$ cat src/rtl/alu_seq_unit_if.sv
// ----------------------------------------------------------------------------
// alu_seq_unit_if
// Request/response bundle between the EX-stage operand mux and alu_seq_unit.
//
// Signals:
//   in_valid / in_ready      request handshake (accept = in_valid & in_ready)
//   ALUop, funct3,
//   funct7_30, funct7_0      decode fields taken from the instruction word
//   op_a, op_b               operands (shift amount lives in op_b low bits)
//   out_valid / out_ready    result handshake (retire = out_valid & out_ready)
//   result, zero, illegal    registered result and its flags
//
// Modports:
//   master  the side that issues operations and consumes results
//   slave   the execution unit
// ----------------------------------------------------------------------------
interface alu_seq_unit_if #(
    parameter int XLEN = 32
);
    logic            in_valid;
    logic            in_ready;
    logic [1:0]      ALUop;
    logic [2:0]      funct3;
    logic            funct7_30;
    logic            funct7_0;
    logic [XLEN-1:0] op_a;
    logic [XLEN-1:0] op_b;
    logic            out_valid;
    logic            out_ready;
    logic [XLEN-1:0] result;
    logic            zero;
    logic            illegal;

    modport master (
        output in_valid, ALUop, funct3, funct7_30, funct7_0, op_a, op_b, out_ready,
        input  in_ready, out_valid, result, zero, illegal
    );

    modport slave (
        input  in_valid, ALUop, funct3, funct7_30, funct7_0, op_a, op_b, out_ready,
        output in_ready, out_valid, result, zero, illegal
    );
endinterface

$ cat src/rtl/alu_seq_unit.sv
// ----------------------------------------------------------------------------
// alu_seq_unit
// Sequential RV32I integer execution unit for the EX stage of the multi-cycle
// core. Decodes ALUop/funct3/funct7 and executes the integer op set behind a
// valid/ready handshake on both sides. Simple ops finish in one cycle; shifts
// iterate SHAMT_STEP bits per cycle.
//
// Parameters:
//   XLEN        datapath width (power of 2, >= 8)
//   SHAMT_STEP  bits shifted per cycle (power of 2, 1..XLEN)
//
// Ports:
//   clk    rising-edge clock
//   rst_n  asynchronous active-low reset
//   bus    alu_seq_unit_if slave modport (request, operands, result, flags)
//
// Optional feature:
//   ALU_SEQ_MUL_EN  when defined, ALUop=10/funct7_0=1/funct3=000 is MUL,
//                   computed by a radix-2 shift-add loop (XLEN+1 cycles).
//                   When undefined every M-extension encoding is illegal.
// ----------------------------------------------------------------------------
module alu_seq_unit #(
    parameter int XLEN       = 32,
    parameter int SHAMT_STEP = 1
) (
    input logic           clk,
    input logic           rst_n,
    alu_seq_unit_if.slave bus
);

    localparam int SHW = $clog2(XLEN);
    // One extra bit so the counter can hold XLEN itself (MUL count, STEP=XLEN)
    localparam int CW  = SHW + 1;
    localparam logic [CW-1:0] STEP_C = CW'(SHAMT_STEP);
`ifdef ALU_SEQ_MUL_EN
    localparam logic [CW-1:0] XLEN_C = CW'(XLEN);
`endif

`ifdef ALU_SEQ_MUL_EN
    typedef enum logic [1:0] {S_IDLE, S_SHIFT, S_DONE, S_MUL} state_t;
`else
    typedef enum logic [1:0] {S_IDLE, S_SHIFT, S_DONE} state_t;
`endif

    typedef enum logic [3:0] {
        OP_ADD, OP_SUB, OP_SLL, OP_SLT, OP_SLTU, OP_XOR,
        OP_SRL, OP_SRA, OP_OR, OP_AND, OP_MUL, OP_ILL
    } op_t;

    state_t          state_q, state_d;
    op_t             op_q, op_d;
    op_t             op_dec;
    logic [XLEN-1:0] shift_q, shift_d;
    logic [CW-1:0]   rem_q, rem_d;
    logic [XLEN-1:0] result_q, result_d;
    logic            zero_q, zero_d;
    logic            illegal_q, illegal_d;
`ifdef ALU_SEQ_MUL_EN
    logic [XLEN-1:0] acc_q, acc_d;
    logic [XLEN-1:0] mplier_q, mplier_d;
    logic [XLEN-1:0] mul_sum;
`endif

    logic [XLEN-1:0] simple_res;
    logic [XLEN-1:0] shift_next;
    logic [CW-1:0]   step;
    logic            in_ready;
    logic            out_valid;
    logic            accept;
    logic            retire;

    assign in_ready      = (state_q == S_IDLE) | ((state_q == S_DONE) & bus.out_ready);
    assign out_valid     = (state_q == S_DONE);
    assign bus.in_ready  = in_ready;
    assign bus.out_valid = out_valid;
    assign bus.result    = result_q;
    assign bus.zero      = zero_q;
    assign bus.illegal   = illegal_q;

    // ALUop 11 (I-type) only honours funct7_30 for SRAI; ADDI ignores it.
    always_comb begin
        op_dec = OP_ILL;
        case (bus.ALUop)
            2'b00: op_dec = OP_ADD;
            2'b01: op_dec = OP_SUB;
            default: begin
                case (bus.funct3)
                    3'b000:  op_dec = (bus.ALUop == 2'b10 && bus.funct7_30) ? OP_SUB : OP_ADD;
                    3'b001:  op_dec = OP_SLL;
                    3'b010:  op_dec = OP_SLT;
                    3'b011:  op_dec = OP_SLTU;
                    3'b100:  op_dec = OP_XOR;
                    3'b101:  op_dec = bus.funct7_30 ? OP_SRA : OP_SRL;
                    3'b110:  op_dec = OP_OR;
                    default: op_dec = OP_AND;
                endcase
                if (bus.ALUop == 2'b10 && bus.funct7_0) begin
`ifdef ALU_SEQ_MUL_EN
                    op_dec = (bus.funct3 == 3'b000) ? OP_MUL : OP_ILL;
`else
                    op_dec = OP_ILL;
`endif
                end
            end
        endcase
    end

    // Single-cycle results; shifts land here only when shamt is zero.
    always_comb begin
        simple_res = '0;
        case (op_dec)
            OP_ADD:  simple_res = bus.op_a + bus.op_b;
            OP_SUB:  simple_res = bus.op_a - bus.op_b;
            OP_SLT:  simple_res = {{(XLEN-1){1'b0}}, ($signed(bus.op_a) < $signed(bus.op_b))};
            OP_SLTU: simple_res = {{(XLEN-1){1'b0}}, (bus.op_a < bus.op_b)};
            OP_XOR:  simple_res = bus.op_a ^ bus.op_b;
            OP_OR:   simple_res = bus.op_a | bus.op_b;
            OP_AND:  simple_res = bus.op_a & bus.op_b;
            OP_SLL, OP_SRL, OP_SRA: simple_res = bus.op_a;
            default: simple_res = '0;
        endcase
    end

    // Last step may be shorter than SHAMT_STEP.
    assign step = (rem_q < STEP_C) ? rem_q : STEP_C;

    always_comb begin
        shift_next = shift_q;
        case (op_q)
            OP_SLL:  shift_next = shift_q << step;
            OP_SRL:  shift_next = shift_q >> step;
            OP_SRA:  shift_next = XLEN'($signed(shift_q) >>> step);
            default: shift_next = shift_q;
        endcase
    end

`ifdef ALU_SEQ_MUL_EN
    // shift_q doubles as the left-shifting multiplicand while in S_MUL.
    assign mul_sum = mplier_q[0] ? (acc_q + shift_q) : acc_q;
`endif

    // Next-state and datapath update. A launch in the accept cycle overrides
    // whatever the current state would do, which is how DONE chains directly
    // into a new operation while retiring the old result.
    always_comb begin
        state_d   = state_q;
        op_d      = op_q;
        shift_d   = shift_q;
        rem_d     = rem_q;
        result_d  = result_q;
        zero_d    = zero_q;
        illegal_d = illegal_q;
`ifdef ALU_SEQ_MUL_EN
        acc_d     = acc_q;
        mplier_d  = mplier_q;
`endif
        accept = bus.in_valid & in_ready;
        retire = out_valid & bus.out_ready;

        case (state_q)
            S_SHIFT: begin
                shift_d = shift_next;
                rem_d   = rem_q - step;
                if (rem_q == step) begin
                    state_d   = S_DONE;
                    result_d  = shift_next;
                    zero_d    = (shift_next == '0);
                    illegal_d = 1'b0;
                end
            end
`ifdef ALU_SEQ_MUL_EN
            S_MUL: begin
                acc_d    = mul_sum;
                shift_d  = shift_q << 1;
                mplier_d = mplier_q >> 1;
                rem_d    = rem_q - 1'b1;
                if (rem_q == 1) begin
                    state_d   = S_DONE;
                    result_d  = mul_sum;
                    zero_d    = (mul_sum == '0);
                    illegal_d = 1'b0;
                end
            end
`endif
            S_DONE: begin
                if (retire) state_d = S_IDLE;
            end
            default: ;
        endcase

        if (accept) begin
            op_d    = op_dec;
            shift_d = bus.op_a;
            rem_d   = {1'b0, bus.op_b[SHW-1:0]};
            if ((op_dec == OP_SLL || op_dec == OP_SRL || op_dec == OP_SRA) &&
                (bus.op_b[SHW-1:0] != '0)) begin
                state_d = S_SHIFT;
`ifdef ALU_SEQ_MUL_EN
            end else if (op_dec == OP_MUL) begin
                state_d  = S_MUL;
                acc_d    = '0;
                mplier_d = bus.op_b;
                rem_d    = XLEN_C;
`endif
            end else begin
                state_d   = S_DONE;
                result_d  = simple_res;
                zero_d    = (simple_res == '0);
                illegal_d = (op_dec == OP_ILL);
            end
        end
    end

    // State and datapath registers; reset aborts any operation in flight.
    always_ff @(posedge clk or negedge rst_n) begin
        if (!rst_n) begin
            state_q   <= S_IDLE;
            op_q      <= OP_ADD;
            shift_q   <= '0;
            rem_q     <= '0;
            result_q  <= '0;
            zero_q    <= 1'b0;
            illegal_q <= 1'b0;
        end else begin
            state_q   <= state_d;
            op_q      <= op_d;
            shift_q   <= shift_d;
            rem_q     <= rem_d;
            result_q  <= result_d;
            zero_q    <= zero_d;
            illegal_q <= illegal_d;
        end
    end

`ifdef ALU_SEQ_MUL_EN
    always_ff @(posedge clk or negedge rst_n) begin
        if (!rst_n) begin
            acc_q    <= '0;
            mplier_q <= '0;
        end else begin
            acc_q    <= acc_d;
            mplier_q <= mplier_d;
        end
    end
`endif

endmodule

$ cat src/flat_wrapper.sv
// flat-port wrapper written by rule: the top's interface ports become plain ports
module alu_seq_unit_flat 
#(
    parameter int XLEN       = 32,
    parameter int SHAMT_STEP = 1
)
  (clk, rst_n, bus_in_valid, bus_ALUop, bus_funct3, bus_funct7_30, bus_funct7_0, bus_op_a, bus_op_b, bus_out_ready, bus_in_ready, bus_out_valid, bus_result, bus_zero, bus_illegal);
  alu_seq_unit_if #(.XLEN(XLEN)) bus_i ();
  input logic clk;
  input logic rst_n;
  input wire logic [$bits(bus_i.in_valid)-1:0] bus_in_valid;
  input wire logic [$bits(bus_i.ALUop)-1:0] bus_ALUop;
  input wire logic [$bits(bus_i.funct3)-1:0] bus_funct3;
  input wire logic [$bits(bus_i.funct7_30)-1:0] bus_funct7_30;
  input wire logic [$bits(bus_i.funct7_0)-1:0] bus_funct7_0;
  input wire logic [$bits(bus_i.op_a)-1:0] bus_op_a;
  input wire logic [$bits(bus_i.op_b)-1:0] bus_op_b;
  input wire logic [$bits(bus_i.out_ready)-1:0] bus_out_ready;
  output wire logic [$bits(bus_i.in_ready)-1:0] bus_in_ready;
  output wire logic [$bits(bus_i.out_valid)-1:0] bus_out_valid;
  output wire logic [$bits(bus_i.result)-1:0] bus_result;
  output wire logic [$bits(bus_i.zero)-1:0] bus_zero;
  output wire logic [$bits(bus_i.illegal)-1:0] bus_illegal;
  assign bus_i.in_valid = bus_in_valid;
  assign bus_i.ALUop = bus_ALUop;
  assign bus_i.funct3 = bus_funct3;
  assign bus_i.funct7_30 = bus_funct7_30;
  assign bus_i.funct7_0 = bus_funct7_0;
  assign bus_i.op_a = bus_op_a;
  assign bus_i.op_b = bus_op_b;
  assign bus_i.out_ready = bus_out_ready;
  assign bus_in_ready = bus_i.in_ready;
  assign bus_out_valid = bus_i.out_valid;
  assign bus_result = bus_i.result;
  assign bus_zero = bus_i.zero;
  assign bus_illegal = bus_i.illegal;
  alu_seq_unit #(.XLEN(XLEN), .SHAMT_STEP(SHAMT_STEP)) u_core (.clk(clk), .rst_n(rst_n), .bus(bus_i));
endmodule
$ cat config.mk
export PLATFORM = sky130hd
export DESIGN_NAME = alu_seq_unit_flat
export DESIGN_NICKNAME = d
export VERILOG_FILES = /design/src/rtl/alu_seq_unit_if.sv /design/src/rtl/alu_seq_unit.sv /design/src/flat_wrapper.sv
export SDC_FILE = /design/constraint.sdc
export NUM_CORES = 1
export LEC_CHECK = 0
export ABC_CLOCK_PERIOD_IN_PS = 3650
export CORE_MARGIN = 2
export CORE_UTILIZATION = 55
export CTS_CLUSTER_DIAMETER = 100
export CTS_CLUSTER_SIZE = 20
export DETAILED_ROUTE_END_ITERATION = 7
export GPL_TIMING_DRIVEN = 0
export PLACE_DENSITY = 0.79
export SLEW_MARGIN = 25
export SYNTH_ARGS = -nofsm -noshare
export SYNTH_HDL_FRONTEND = slang
export SYNTH_SLANG_ARGS = --single-unit
$ cat constraint.sdc
create_clock -name clk -period 3.65 [get_ports clk]
set_input_delay 0.5475 -clock clk [delete_from_list [all_inputs] [get_ports clk]]
set_output_delay 0.5475 -clock clk [all_outputs]
set_load 0.01 [all_outputs]
==> results of run 1 <==
==> stage by stage <==
step | instance area [um2] | total power, mW
after global placement | 11300 | 5.30
after CTS | 12400 | 6.44
after detailed placement | 11400 | 5.37
final | 13600 | 7.10
after floorplan | 9960 | 3.90
after global routing | 13600 | 7.44
==> cell usage after synthesis, types with 11 or more instances <==
| master | count | area [um2] |
|---|---|---|
| o22ai_1 | 14 | 87.6 |
| a22oi_1 | 43 | 323 |
| and3_1 | 16 | 100 |
| nor2_1 | 95 | 357 |
| nand3_1 | 43 | 215 |
| o31ai_1 | 15 | 113 |
| a31oi_1 | 11 | 68.8 |
| a221oi_1 | 53 | 464 |
| nor3_1 | 19 | 95.1 |
| xnor2_1 | 17 | 149 |
| nand4_1 | 22 | 138 |
| o211ai_1 | 28 | 210 |
| nand2_1 | 126 | 473 |
| inv_1 | 103 | 387 |
| a21oi_1 | 132 | 661 |
| nor4_1 | 15 | 93.8 |
| ha_1 | 105 | 1310 |
| o221ai_1 | 13 | 114 |
| a211oi_1 | 14 | 105 |
| o21ai_0 | 121 | 606 |
| nor2b_1 | 12 | 75.1 |
| dfrtp_1 | 78 | 1950 |
| clkbuf_1 | 80 | 300 |
==> worst max path at each step <==
stage                      start                        end  slack, ns  cells after the start
detailed placement   bus_op_b[1]  u_core.bus.zero$_DFF_PN0_      -1.63                     14
floorplan            bus_op_a[0]  u_core.bus.zero$_DFF_PN0_       0.14                     15
global placement     bus_op_b[1]  u_core.bus.zero$_DFF_PN0_      -1.63                     14
CTS                  bus_op_a[1]  u_core.bus.zero$_DFF_PN0_      0.001                     14
finish              bus_ALUop[1]  u_core.bus.zero$_DFF_PN0_      -0.03                     12
global route         bus_op_a[2]  u_core.bus.zero$_DFF_PN0_      -0.11                     16
==> area by class of cell <==
cell class	instances	area share (%)
diodes	1	0.0184
plain buffers	90	4.01
clock buffers	12	1.82
clock inverters	3	0.157
inverters	104	3.01
multi-input cells	1079	62.8
flip-flops and latches	78	14.4
well taps	229	2.11
repair buffers	173	11.7
==> flip-flops by register name, summed over array words and instances (netlist names) <==
name	count
u_core.shift_q	32
u_core.rem_q	6
u_core.bus.illegal	1
u_core.bus.zero	1
u_core.state_q	2
u_core.op_q	4
u_core.bus.result	32
==> power by group <==
part           internal (mW)  switching, mW
Clock                  0.476          0.359
Combinational           1.80           2.70
Sequential              1.28          0.477
==> worst max-delay path, cell delays in order <==
cell	delay, ns
clkdlybuf4s50_1	0.58
clkbuf_2	0.27
nand4b_1	0.22
clkbuf_4	0.33
buf_6	0.24
nor2_1	0.06
a221oi_1	0.40
o211ai_1	0.29
nor4_4	0.38
nand4_1	0.15
nor4_2	0.25
a32o_2	0.20
==> repair_timing <==
action                     in CTS  in global routing
pin swaps                      45                 73
gates resized for setup       218                259
setup endpoints to repair      23                  5
buffers inserted               23                 40
hold endpoints to repair        0                  0
==> layer usage <==
layer	global-route usage, %	wire, um	part of all wire [%]
met3	8.39	5840	13
met4	21.9	3240	7.1
met1	58.2	16800	37
met5	0	0	0
met2	69.1	19900	43
==> logic make-up after synthesis <==
family / Yosys count / synth area share [%]
xor gates and xnor gates: 20 / 1.76
adders and majority gates: 107 / 13.6
DFF: 78 / 19.6
AOI/OAI and AO/OA: 547 / 37.0
and+or+nand+nor: 398 / 19.2
muxes: 7 / 0.716
buffers and inverters: 204 / 8.20
==> placed cells by master, fill, tap and decap left out, drive strengths merged, types with 11 or more instances in the layout <==
cell	n
a21oi	133
nand2	126
o21ai	125
ha	105
inv	101
buf	101
nor2	95
clkbuf	83
dfrtp	78
clkdlybuf4s50	62
a221oi	56
a22oi	43
nand3	43
o211ai	28
nand4	22
nor3	19
xnor2	17
a211oi	17
and3	16
dlygate4sd2	15
o31ai	15
nor4	15
o22ai	14
dlymetal6s2s	13
o221ai	13
nor2b	12
a31oi	11
==> impl_metrics.env, run 1 <==
export IMPL_status="complete, but fails checks"
export IMPL_violations="negative setup slack"
export IMPL_r2r_slack_ns=0.06
export IMPL_critPathKind="input port to flop"
export IMPL_worstSetupStartpointType="input port"
export IMPL_power_leakage_nw=5.64
export IMPL_power_density_nw_per_um2=523
export IMPL_area_growth_pct=36.2
export IMPL_syn_cell_area_um2=9960
export IMPL_fin_tns_setup_ns=-0.0267
export IMPL_multi_input_area_um2=8520
export IMPL_post_route_min_period_ns=3.68
export IMPL_avgSynthCellArea_um2=7.32
export IMPL_syn_nets=1543
export IMPL_dp_hpwl_um=33100
export IMPL_reg2reg_depth=11
export IMPL_h_tree_depth=3
export IMPL_cts_hold_buffers=0
export IMPL_clock_latency_ns=0.34
export IMPL_yosysUniqueCellTypes=81
export IMPL_detail_route_antenna_nets=0
export IMPL_pre_cts_slack_ns=-1.63
export IMPL_num_rows=49
export IMPL_wl_per_cell_um=25.9
export IMPL_grt_max_degree=48
export IMPL_ir_drop_v=0.000619
export IMPL_num_fill_cells=1318
export IMPL_whs_ns=0.145
export IMPL_cp_max_fo=10
export IMPL_seq_area_frac_synth_pct=19.6
export IMPL_cts_sinks=78
export IMPL_dieArea_um2=19200
export IMPL_synthCells=1361
export IMPL_grt_first_pass_wirelength_um=66900
export IMPL_drt_first_pass_iters=6
export IMPL_worstMarginPinSlew_ns=0.995
export IMPL_core_um2=17800
export IMPL_crit_path_end_kind="flop"
export IMPL_totalWireLength_um=45800
export IMPL_finalMaxSlewViolations=0
export IMPL_start_util_pct=55.8
export IMPL_fmax_ghz=0.272
export IMPL_drc=0
export IMPL_final_cells=1769
export IMPL_nets=1717
export IMPL_synth_seq_cells=78
export IMPL_pin_count=111
export IMPL_timing_rr_start="u_core.rem_q[4]$_DFFE_PN0P_"
export IMPL_finalSetupViolCount=1
export IMPL_root_buffer="clkbuf_16"
export IMPL_gp_congestion=0.980
export IMPL_path_clk_slew_ns=0.06
export IMPL_grt_pass1_vias=11900
export IMPL_finalHoldViolCount=0
export IMPL_yosysWarnings=0
export IMPL_synth_edf_count=0
export IMPL_required_ns=3.93
export IMPL_grt_usage_pct=44.0
export IMPL_final_seq_area_um2=1950
export IMPL_synth_main_ff_cell="dfrtp_1"
export IMPL_die_w_um=139
export IMPL_fin_crit_sh_pct=101
export IMPL_vias_per_cell=7.31
export IMPL_numCtsBuffers=9
export IMPL_rsz0062_at_grt="yes"
export IMPL_r2r_end="u_core.bus.zero$_DFF_PN0_"
export IMPL_drtIter0Drc=1891
export IMPL_vias=12900
export IMPL_cp_data_arrival_time_ns=3.95
export IMPL_antenna_found_initial=1
export IMPL_clockBufferDepth=2
export IMPL_grt_overflow_total=0
export IMPL_drv_cap=0
export IMPL_dieHeight_um=139
export IMPL_layout_drive_gt1_share_pct=22.4
export IMPL_final_setup_worst_slack_ns=-0.0267
export IMPL_hp_class="input port to asynchronous set/reset pin"
export IMPL_skew_ns=0.00762
export IMPL_dp_cells=1700
export IMPL_final_core_util_pct=76.1
export IMPL_placement_io_buffers=109
export IMPL_async_reset_ff_share_pct=100
export IMPL_cts_tree="done"
export IMPL_slew_headroom_pct=33.7
(Power assumes the default switching activity.)
==> run 2, diff against run 1 <==
--- a/config.mk
+++ b/config.mk
@@ -5,7 +5,7 @@
 export SDC_FILE = /design/constraint.sdc
 export NUM_CORES = 1
 export LEC_CHECK = 0
-export ABC_CLOCK_PERIOD_IN_PS = 3650
+export ABC_CLOCK_PERIOD_IN_PS = 4800
 export CORE_MARGIN = 2
 export CORE_UTILIZATION = 55
 export CTS_CLUSTER_DIAMETER = 100
@@ -13,6 +13,7 @@
 export DETAILED_ROUTE_END_ITERATION = 7
 export GPL_TIMING_DRIVEN = 0
 export PLACE_DENSITY = 0.79
+export RECOVER_POWER = 100
 export SLEW_MARGIN = 25
 export SYNTH_ARGS = -nofsm -noshare
 export SYNTH_HDL_FRONTEND = slang
==> constraint.sdc (replaced) <==
create_clock -name clk -period 4.8 [get_ports clk]
set_input_delay 0.72 -clock clk [delete_from_list [all_inputs] [get_ports clk]]
set_output_delay 0.72 -clock clk [all_outputs]
set_load 0.01 [all_outputs]
==> impl_metrics.env, run 2 (synthesis results as in run 1) <==
export IMPL_status="complete, but fails checks"
export IMPL_violations="max-capacitance violations, max-slew violations, negative setup slack"
export IMPL_fin_crit_sh_pct=101
export IMPL_layout_commonest_cell="a21oi_1"
export IMPL_worstMarginPinSlew_ns=2.32
export IMPL_power_leakage_nw=4.95
export IMPL_critPathKind="input port to flop"
export IMPL_reg2reg_depth=12
export IMPL_power_density_nw_per_um2=413
export IMPL_num_fill_cells=1594
export IMPL_r2r_end="u_core.bus.zero$_DFF_PN0_"
export IMPL_multi_input_area_um2=7290
export IMPL_final_cell_mix="131 x a21oi_1, 126 x nand2_1, 117 x o21ai_0, 105 x ha_1, 103 x inv_1"
export IMPL_num_rows=49
export IMPL_nets=1660
export IMPL_power_total_mw=4.83
export IMPL_pin_count=111
export IMPL_cp_max_fo=10
export IMPL_fmax_ghz=0.207
export IMPL_gp_congestion=0.980
export IMPL_drc=0
export IMPL_post_route_min_period_ns=4.83
export IMPL_layout_drive_gt1_share_pct=4.45
export IMPL_cp_data_arrival_time_ns=5.05
export IMPL_detail_route_antenna_nets=0
export IMPL_placement_io_buffers=109
export IMPL_root_buffer="clkbuf_16"
export IMPL_final_setup_worst_slack_ns=-0.0267
export IMPL_clockBufferDepth=2
export IMPL_ir_drop_v=0.000416
export IMPL_fin_tns_setup_ns=-0.0267
export IMPL_grt_first_pass_wirelength_um=64900
export IMPL_finalSetupViolCount=1
export IMPL_wl_per_cell_um=24.9
export IMPL_numCtsBuffers=9
export IMPL_grt_overflow_total=0
export IMPL_dp_hpwl_um=33100
export IMPL_clock_latency_ns=0.34
export IMPL_vias=12200
export IMPL_crit_path_end_kind="flop"
export IMPL_antenna_found_initial=1
export IMPL_finalHoldViolCount=0
export IMPL_dieArea_um2=19200
export IMPL_grt_pass1_vias=11500
export IMPL_worstSetupStartpointType="input port"
export IMPL_die_w_um=139
export IMPL_totalWireLength_um=42600
export IMPL_final_core_util_pct=65.6
export IMPL_vias_per_cell=7.10
export IMPL_cts_sinks=78
export IMPL_startpoint="bus_funct3[1]"
export IMPL_final_seq_area_um2=1950
export IMPL_crit_end="u_core.bus.zero$_DFF_PN0_"
export IMPL_dieHeight_um=139
export IMPL_h_tree_depth=3
export IMPL_start_util_pct=55.8
export IMPL_required_ns=5.03
export IMPL_grt_max_degree=48
export IMPL_cts_tree="done"
export IMPL_drt_first_pass_iters=6
export IMPL_area_growth_pct=17.5
export IMPL_path_clk_slew_ns=0.06
export IMPL_drv_cap=2
export IMPL_slew_headroom_pct=-54.7
export IMPL_skew_ns=0.00719
export IMPL_worstHoldStart="u_core.op_q[3]$_DFFE_PN0P_"
export IMPL_drtIter0Drc=1768
export IMPL_timing_rr_start="u_core.rem_q[2]$_DFFE_PN0P_"
export IMPL_r2r_slack_ns=0.75
export IMPL_hp_class="flop to flop"
export IMPL_core_um2=17800
export IMPL_grt_usage_pct=42.7
export IMPL_finalMaxSlewViolations=81
-- run 2: cell type report --
| cell class | count | share of cell area [%] |
|---|---|---|
| clock buffer | 12 | 2.11 |
| buffer | 95 | 3.53 |
| timing repair buffer | 111 | 9.44 |
| multi-input combinational | 1079 | 62.3 |
| tap | 229 | 2.45 |
| antenna | 1 | 0.0214 |
| clock inverter | 3 | 0.182 |
| sequential | 78 | 16.7 |
| inverter | 104 | 3.33 |
-- run 2: per-stage QoR --
stage          hold WS, ns  area, um2  cells  worst slack [ns]
2_1_floorplan        0.424       9960   1361              1.11
3_3_place_gp         0.469      11300   1699            -0.650
3_5_place_dp         0.503      11400   1700            -0.648
4_1_cts              0.333      11700   1716            0.0113
5_1_grt              0.560      11700   1712          -0.00503
6_report             0.511      11700   1712           -0.0267
-- run 2: report_power, final --
group          switching (mW)  internal (mW)  leakage, nW
combinational            1.85           1.06         3.87
clock                   0.270          0.362        0.129
sequential              0.317          0.973        0.956
-- run 2: how the worst min path moves through the flow --
| stage | to | slack [ns] | cells after the start |
|---|---|---|---|
| floorplan | u_core.bus.illegal$_DFF_PN0_ | 0.42 | 0 |
| global placement | u_core.op_q[3]$_DFFE_PN0P_ | 0.47 | 2 |
| detailed placement | u_core.op_q[3]$_DFFE_PN0P_ | 0.50 | 2 |
| CTS | u_core.shift_q[21]$_DFFE_PN0P_ | 0.33 | 1 |
| global route | u_core.op_q[3]$_DFFE_PN0P_ | 0.56 | 2 |
| finish | u_core.op_q[3]$_DFFE_PN0P_ | 0.51 | 2 |
-- run 2: critical path: stages --
cell and delay [ns]:
dlygate4sd3_1 0.64, buf_4 0.21, and3b_1 0.21, o211a_1 0.45, a21boi_1 0.80, clkbuf_1 0.78
a221oi_1 0.26, o21ai_0 0.35, nor4b_2 0.12, nand4_1 0.14, nor4_1 0.07, a32o_2 0.28
-- run 2: layer usage --
metal  GRT usage, %  up-vias  wire [um]
met1           56.7     5708      16400
met2           66.6      924      18600
met5              0        -          0
met4           21.3        0       2370
li1               -     5328          -
met3           8.60      190       5330
-- run 2: timing repair --
action | in CTS | in global routing
gates resized for setup | 7 | 25
endpoints found under the setup margin | 3 | 4
gates cloned | 0 | 0
setup buffers | 1 | 0
pin swaps | 1 | 1
hold buffers | 0 | 0
==> run 3, diff against run 2 <==
--- a/config.mk
+++ b/config.mk
@@ -14,6 +14,7 @@
 export GPL_TIMING_DRIVEN = 0
 export PLACE_DENSITY = 0.79
 export RECOVER_POWER = 100
+export SETUP_SLACK_MARGIN = 0.02
 export SLEW_MARGIN = 25
 export SYNTH_ARGS = -nofsm -noshare
 export SYNTH_HDL_FRONTEND = slang
==> impl_metrics.env, run 3 (synthesis results as in run 1) <==
export IMPL_pin_count=111
export IMPL_postPlaceCellArea_um2=11400
export IMPL_fmax_ghz=0.207
export IMPL_status="complete, but fails checks"
export IMPL_min_to="u_core.op_q[3]$_DFFE_PN0P_"
export IMPL_vias=12200
export IMPL_finalMaxSlewViolations=81
export IMPL_violations="max-capacitance violations, max-slew violations, negative setup slack"
export IMPL_cp_max_fo=10
export IMPL_cts_sinks=78
export IMPL_num_rows=49
export IMPL_layout_commonest_cell="a21oi_1"
export IMPL_crit_path_end_kind="flop"
export IMPL_r2r_slack_ns=0.76
export IMPL_finalSetupViolCount=1
export IMPL_final_setup_worst_slack_ns=-0.0376
export IMPL_power_density_nw_per_um2=413
export IMPL_power_leakage_nw=4.95
export IMPL_reg2reg_depth=12
export IMPL_drtIter0Drc=1768
export IMPL_gp_congestion=0.980
export IMPL_finalHoldViolCount=0
export IMPL_antenna_found_initial=1
export IMPL_worstMarginPinSlew_ns=2.31
export IMPL_h_tree_depth=3
export IMPL_detail_route_antenna_nets=0
export IMPL_placement_io_buffers=109
export IMPL_final_cells=1712
export IMPL_numCtsBuffers=9
export IMPL_final_cell_mix="131 x a21oi_1, 126 x nand2_1, 117 x o21ai_0, 104 x ha_1, 103 x inv_1"
export IMPL_start_util_pct=55.8
export IMPL_area_growth_pct=17.5
export IMPL_drc=0
export IMPL_slew_headroom_pct=-53.9
export IMPL_grt_overflow_total=0
export IMPL_fin_crit_sh_pct=101
export IMPL_cp_data_arrival_time_ns=5.12
export IMPL_dp_cells=1700
export IMPL_drv_cap=2
export IMPL_layout_drive_gt1_share_pct=4.52
export IMPL_post_route_min_period_ns=4.84
export IMPL_clockBufferDepth=2
export IMPL_final_core_util_pct=65.6
export IMPL_totalWireLength_um=42700
export IMPL_dieHeight_um=139
export IMPL_r2r_end="u_core.bus.zero$_DFF_PN0_"
export IMPL_timing_rr_start="u_core.rem_q[2]$_DFFE_PN0P_"
export IMPL_grt_first_pass_wirelength_um=64900
export IMPL_worstSetupStartpointType="input port"
export IMPL_required_ns=5.08
export IMPL_core_um2=17800
export IMPL_clock_latency_ns=0.34
export IMPL_cts_hold_buffers=0
export IMPL_rsz0062_at_grt="yes"
export IMPL_grt_pass1_vias=11500
export IMPL_ir_drop_v=0.000416
export IMPL_dieArea_um2=19200
export IMPL_dp_hpwl_um=33100
export IMPL_wl_per_cell_um=24.9
export IMPL_grt_usage_pct=42.7
export IMPL_final_seq_area_um2=1950
export IMPL_vias_per_cell=7.11
export IMPL_hold_path_depth=2
export IMPL_whs_ns=0.511
export IMPL_cts_tree="done"
export IMPL_grt_max_degree=48
export IMPL_root_buffer="clkbuf_16"
export IMPL_hp_class="flop to flop"
export IMPL_nets=1660
export IMPL_fin_tns_setup_ns=-0.0376
export IMPL_num_fill_cells=1593
export IMPL_critPathKind="input port to flop"
export IMPL_drt_first_pass_iters=7
export IMPL_worstHoldStart="u_core.op_q[3]$_DFFE_PN0P_"
export IMPL_path_clk_slew_ns=0.06
export IMPL_multi_input_area_um2=7290
export IMPL_design_area_um2=11700
export IMPL_die_w_um=139
export IMPL_skew_ns=0.00722
==> run 3: cell counts in the layout (fill, tap and decap cells not counted) <==
Identical to the previous run, type by type.
==> run 3: cell type report <==
type / count / share of cell area, %
antenna: 1 / 0.0214
buffer: 95 / 3.53
clock buffer: 12 / 2.10
clock inverter: 3 / 0.182
inverter: 104 / 3.33
multi-input combinational: 1079 / 62.3
sequential: 78 / 16.7
tap: 229 / 2.45
timing repair buffer: 111 / 9.43
==> run 3: report_power, final <==
| part | leakage [nW] | switching (mW) | internal [mW] | total (mW) |
|---|---|---|---|---|
| clock | 0.129 | 0.271 | 0.362 | 0.633 |
| combinational | 3.87 | 1.85 | 1.06 | 2.91 |
| sequential | 0.956 | 0.316 | 0.973 | 1.29 |
==> run 3: worst max path at each step <==
stage                       from                        end  slack, ns  cells after the start
floorplan            bus_op_a[0]  u_core.bus.zero$_DFF_PN0_       1.11                     15
global placement     bus_op_b[1]  u_core.bus.zero$_DFF_PN0_      -0.65                     14
detailed placement   bus_op_b[1]  u_core.bus.zero$_DFF_PN0_      -0.65                     14
CTS                  bus_op_b[1]  u_core.bus.zero$_DFF_PN0_       0.03                     15
global route         bus_op_a[7]  u_core.bus.zero$_DFF_PN0_     -0.005                     15
finish              bus_op_a[12]  u_core.bus.zero$_DFF_PN0_      -0.04                     15
==> run 3: worst max-delay path, cell delays in order <==
cell	delay [ns]
clkdlybuf4s50_1	0.70
inv_1	0.09
ha_1	0.31
clkbuf_1	0.26
inv_1	0.24
nand4_1	0.20
a2111oi_1	0.51
nor3_1	0.13
and3_1	0.22
a211oi_2	0.35
o211ai_1	0.23
nor4_2	0.44
nand4_1	0.16
nor4_1	0.32
a32o_2	0.22
==> run 3: through the flow <==
step           total power [mW]  setup WS (ns)
2_1_floorplan              2.97           1.11
3_5_place_dp               4.09         -0.648
6_report                   4.84        -0.0376
4_1_cts                    4.73         0.0273
3_3_place_gp               4.03         -0.650
5_1_grt                    5.11       -0.00503
==> run 3: timing repair <==
action                                 4_1_cts  5_1_grt
pin swaps                                    1        1
setup buffers                                1        0
setup endpoints to repair                    3        3
gates resized for setup                      9       22
endpoints found under the hold margin        0        0
==> run 3: per-layer routing <==
metal | wire [um] | track usage [%] | vias up
met1 | 16500 | 56.7 | 5735
met4 | 2370 | 21.3 | 0
met2 | 18600 | 66.6 | 921
met3 | 5250 | 8.60 | 195
met5 | 0 | 0 | -
li1 | - | - | 5324
